**src/rtl/instr_decode_stage.sv**
```systemverilog
// instr_decode_stage: MIPS-subset ID stage with regfile and load-use stall.
// Optional feature macro ID_WB_BYPASS_EN: write-through register reads.
module instr_decode_stage #(
    parameter int XLEN  = 32,
    parameter int NREGS = 32,
    parameter int RA_W  = 5
) (
    input  logic                        clk,
    input  logic                        rst,
    input  logic [2*XLEN-1:0]           reg_if_id,
    input  logic                        if_valid,
    input  logic                        flush,
    input  logic                        wb_we,
    input  logic [RA_W-1:0]             wb_addr,
    input  logic [XLEN-1:0]             wb_data,
    output logic [4*XLEN+3*RA_W+9:0]    reg_id_ex,
    output logic                        id_valid,
    output logic                        stall_if
);

    localparam logic [9:0] C_RW   = 10'h200;
    localparam logic [9:0] C_MR   = 10'h100;
    localparam logic [9:0] C_MW   = 10'h080;
    localparam logic [9:0] C_M2R  = 10'h040;
    localparam logic [9:0] C_ASRC = 10'h020;
    localparam logic [9:0] C_BR   = 10'h010;
    localparam logic [9:0] C_J    = 10'h008;
    localparam logic [9:0] A_ADD  = 10'h000;
    localparam logic [9:0] A_SUB  = 10'h001;
    localparam logic [9:0] A_AND  = 10'h002;
    localparam logic [9:0] A_OR   = 10'h003;
    localparam logic [9:0] A_SLT  = 10'h004;

    logic [XLEN-1:0] rf [NREGS];

    logic [XLEN-1:0] pc;
    logic [XLEN-1:0] instr;
    logic [5:0]      op;
    logic [5:0]      funct;
    logic [RA_W-1:0] rs;
    logic [RA_W-1:0] rt;
    logic [RA_W-1:0] rd;

    assign pc    = reg_if_id[2*XLEN-1:XLEN];
    assign instr = reg_if_id[XLEN-1:0];
    assign op    = instr[31:26];
    assign funct = instr[5:0];
    assign rs    = instr[25:21];
    assign rt    = instr[20:16];
    assign rd    = instr[15:11];

    logic [XLEN-1:0] rs_val;
    logic [XLEN-1:0] rt_val;
    logic [XLEN-1:0] imm;
    logic [RA_W-1:0] dst;
    logic [9:0]      ctrl;
    logic            rs_used;
    logic            rt_used;

    // Register file read; r0 is hardwired to zero
    always_comb begin
        rs_val = (rs == '0) ? '0 : rf[rs];
        rt_val = (rt == '0) ? '0 : rf[rt];
`ifdef ID_WB_BYPASS_EN
        if (wb_we && wb_addr != '0 && wb_addr == rs)
            rs_val = wb_data;
        if (wb_we && wb_addr != '0 && wb_addr == rt)
            rt_val = wb_data;
`endif
    end

    // Opcode/funct decode into control word, destination and immediate
    always_comb begin
        ctrl    = '0;
        dst     = '0;
        imm     = {{16{instr[15]}}, instr[15:0]};
        rs_used = 1'b0;
        rt_used = 1'b0;
        unique case (op)
            6'h00: begin
                rs_used = 1'b1;
                rt_used = 1'b1;
                unique case (funct)
                    6'h20: begin ctrl = C_RW | A_ADD; dst = rd; end
                    6'h22: begin ctrl = C_RW | A_SUB; dst = rd; end
                    6'h24: begin ctrl = C_RW | A_AND; dst = rd; end
                    6'h25: begin ctrl = C_RW | A_OR;  dst = rd; end
                    6'h2A: begin ctrl = C_RW | A_SLT; dst = rd; end
                    default: ;
                endcase
            end
            6'h23: begin
                ctrl    = C_RW | C_MR | C_M2R | C_ASRC | A_ADD;
                dst     = rt;
                rs_used = 1'b1;
            end
            6'h2B: begin
                ctrl    = C_MW | C_ASRC | A_ADD;
                rs_used = 1'b1;
                rt_used = 1'b1;
            end
            6'h04: begin
                ctrl    = C_BR | A_SUB;
                rs_used = 1'b1;
                rt_used = 1'b1;
            end
            6'h08: begin
                ctrl    = C_RW | C_ASRC | A_ADD;
                dst     = rt;
                rs_used = 1'b1;
            end
            6'h02: begin
                ctrl = C_J;
                imm  = {pc[31:28], instr[25:0], 2'b00};
            end
            default: ;
        endcase
    end

    logic [RA_W-1:0] ex_dst;
    logic            ex_mem_read;
    logic            load_use;

    assign ex_dst      = reg_id_ex[14:10];
    assign ex_mem_read = reg_id_ex[8];
    assign load_use    = id_valid && ex_mem_read && ex_dst != '0 &&
                         ((rs_used && ex_dst == rs) ||
                          (rt_used && ex_dst == rt));
    assign stall_if    = load_use && !flush && !rst;

    // Register file write port from WB; reset clears every entry
    always_ff @(posedge clk) begin
        if (rst) begin
            for (int i = 0; i < NREGS; i++)
                rf[i] <= '0;
        end else if (wb_we && wb_addr != '0) begin
            rf[wb_addr] <= wb_data;
        end
    end

    // ID/EX register: flush and load-use both insert a bubble
    always_ff @(posedge clk) begin
        if (rst) begin
            reg_id_ex <= '0;
            id_valid  <= 1'b0;
        end else if (flush || load_use) begin
            reg_id_ex <= '0;
            id_valid  <= 1'b0;
        end else begin
            reg_id_ex <= {pc, rs_val, rt_val, imm, rs, rt, dst,
                          ctrl & {10{if_valid}}};
            id_valid  <= if_valid;
        end
    end

endmodule

```
**config.mk**
```make
export PLATFORM = sky130hd
export DESIGN_NAME = instr_decode_stage
export DESIGN_NICKNAME = d
export VERILOG_FILES = /design/src/rtl/instr_decode_stage.sv
export SDC_FILE = /design/constraint.sdc
export NUM_CORES = 2
export LEC_CHECK = 0
export BUFFER_PORTS_ARGS = -buffer_cell sky130_fd_sc_hd__clkbuf_2
export CAP_MARGIN = 20
export CORE_MARGIN = 5
export CORE_UTILIZATION = 65
export DETAILED_ROUTE_END_ITERATION = 8
export PLACE_DENSITY = 0.88
export RECOVER_POWER = 50
export SLEW_MARGIN = 10
export SYNTH_ARGS = -nofsm -noshare
export SYNTH_HDL_FRONTEND = slang
export SYNTH_SLANG_ARGS = --single-unit
export TNS_END_PERCENT = 20
```
**constraint.sdc**
```tcl
create_clock -name clk -period 4.8 [get_ports clk]
set_clock_uncertainty 0.05 [all_clocks]
set_input_delay 1.44 -clock clk [delete_from_list [all_inputs] [get_ports clk]]
set_output_delay 1.44 -clock clk [all_outputs]
set_load 0.03 [all_outputs]
```
==> impl_metrics.ini <==
[outcome]
outcome = complete, but fails checks
violations = max-capacitance violations, max-slew violations, negative setup slack

[clock_network]
postCtsSetupRepairBufs = 0
htreeDepth = 3
cts_tree = yes
cts_sinks = 1177
cts_buffers = 116
clk_pin_slew_ns = 0.06
hold_buffers = 0
root_buffer = clkbuf_16
clk-insertion-delay-late_ns = 0.73
cts-resized-gates = 0
clock_tree.buffer_depth = 3

[finish]
drive_above_1_share_pct = 22.1
area_growth_pct = 10.4
stdcell_area_um2 = 65100
final_nets = 4246

[worst_hold_path]
hold_end = reg_id_ex[98]
hold_class = reg -> reg
hold_depth = 3
min_from = rf[3][9]

[logic_synthesis]
ys_async_sr_fraction_pct = 0
syn-mean-instance-area_um2 = 14.7
synth_edf_count = 1024
synthTopCellsByArea = edfxtp_1 (52%), mux4_2 (17%), and2_1 (11%)
synth_top_area_cell = edfxtp_1
synth-seq-area-share_pct = 57.3
syn-cell-area_um2 = 59000
ys_dominant_reg_cell = edfxtp_1
yosys_warnings = 0
synth_cell_types = 54
synth_seq_cells = 1177
synth_top_area_share_pct = 52.1
synthCells = 3999

[timing]
fin_ws_ns = -0.0493
fmaxAchievable_mhz = 206
max-slew-margin-rel_pct = -93.6
setup_viol_count_final = 17
whs_ns = 0.829
rsz0062_at_grt = no
max_slew.worst_pin.slew_ns = 2.90
fin_crit_sh_pct = 101
fin_crit_ns = 4.85
setup_tns_ns = -0.254
slew_violations = 567
hold_viol = 0

[global_routing]
grt_usage_pct = 40.1
overflow = 0
antenna_found_initial = 18
grt_max_degree = 154
grt_pass1_vias = 41433
grt_first_pass_wirelength_mm = 282

[setup_path]
cp.arrival_ns = 5.35
crit_required_ns = 5.30
cp-start-kind = input port
r2r-start = reg_id_ex[10]
worstSetupPathType = in -> reg
rr_endpoint = reg_id_ex[61]
reg2regPathDepth = 8
crit_fanout = 32
end_kind = flop
rrSetupSlack_ns = 1.34

[pwr]
p_leak_uw = 0.0226
vdd_ir_drop_max_uv = 290
total_power_uw = 23700
powerDensity_nw_per_um2 = 364

[detailed_routing]
dr.pass1.iters = 8
initialDrtViolationCount = 7860
viasPerCell = 7.58
post_drt_wl_per_cell_um = 36.4
ant_nets = 0
totalWireLength_mm = 198
drc_errors = 0
dr_total_vias = 41228

[die]
ioPinCount = 261
initial_core_util_pct = 65.5
die_y_um = 311
rows = 110
die_x_um = 311
core_um2 = 90000
die_area_um2 = 96900

[run]
maxCapViolCount = 23

[place]
port_buffers = 260
preCtsSetupSlack_ns = 0.378
postPlaceCellArea_um2 = 61800
place_hpwl_mm = 114
place_congestion = 0.953
## placed cells by master, fill, tap and decap left out, drive strengths merged, types with 35 or more instances in the layout
cell,instances
a221oi,64
mux4,448
a21oi,95
and2,1039
mux2i,193
a22oi,133
dfxtp,153
nor4,35
nor2,63
edfxtp,1024
nand2,62
buf,119
nor3,68
clkbuf,476
## cell usage after synthesis (18+ instances only)
master,n
clkbuf_1,299
buf_1,18
nor4_2,31
a221o_1,32
buf_4,18
nor2_1,63
nand2_1,62
a211oi_1,32
and2_1,1039
nor3_1,67
a221oi_1,64
buf_2,74
dfxtp_1,153
nand2b_1,34
or2_2,32
edfxtp_1,1024
a21oi_1,95
mux4_2,448
mux2i_1,193
a22oi_1,133
## routing by layer
layer	GRT usage, %	part of all wire [%]	up-vias
li1	-	-	15544
met1	47.4	29	19903
met2	60.7	45	4520
met3	16.3	17	1249
met4	27.5	8.9	12
met5	0.939	0.039	-
## kinds of logic after synthesis
logic type	Yosys count	synth area share, %
xor+xnor	10	0.149
mux	641	20.4
flops	1177	57.3
simple gates	1374	14.3
other cells	1	0.00636
compound gates	368	4.58
buf+inv	428	3.22
## cell type report
cell class	count	area, µm²
Timing Repair Buffer	417	2580
Sequential cell	1177	33800
Multi-Input combinational cell	2425	23500
Fill cell	5476	24900
Antenna cell	17	42.5
Inverter	3	11.3
Clock inverter	43	322
Clock buffer	178	3370
Tap cell	1176	1470
## worst max-delay path by stage
stage               cells past startpoint           from  slack [ns]        end
floorplan                               6  reg_if_id[21]        0.22   stall_if
global placement                        6  reg_if_id[19]        0.37   stall_if
detailed placement                      6  reg_if_id[30]        0.38   stall_if
CTS                                     6  reg_if_id[26]        0.35   stall_if
global route                            4            rst        0.19  rf[8][13]
finish                                  6            rst       -0.05  rf[10][0]
## report_power, final
group	internal (µW)	switching, µW	leakage, µW
clock	4980	3940	0.00181
sequential	11700	316	0.0110
combinational	1080	1710	0.00975
## metrics by stage
stage          instances  util (%)
6_report            5436      72.3
5_1_grt             5421      72.3
4_1_cts             5419      72.8
3_5_place_dp        5198      68.7
3_3_place_gp        5197      68.7
2_1_floorplan       4030         -
## critical path, cell delays in order
cell	delay (ns)
clkbuf_1	0.27
nor2b_1	0.49
nand2_1	0.19
nor3b_1	0.50
clkbuf_1	2.11
and2_1	0.32
## sequential cells by signal, indices dropped and copies added, names as in the netlist
name and flops:
rf 1024, id_valid 1, reg_id_ex 152
No activity file was read; power rests on OpenSTA's default activity.
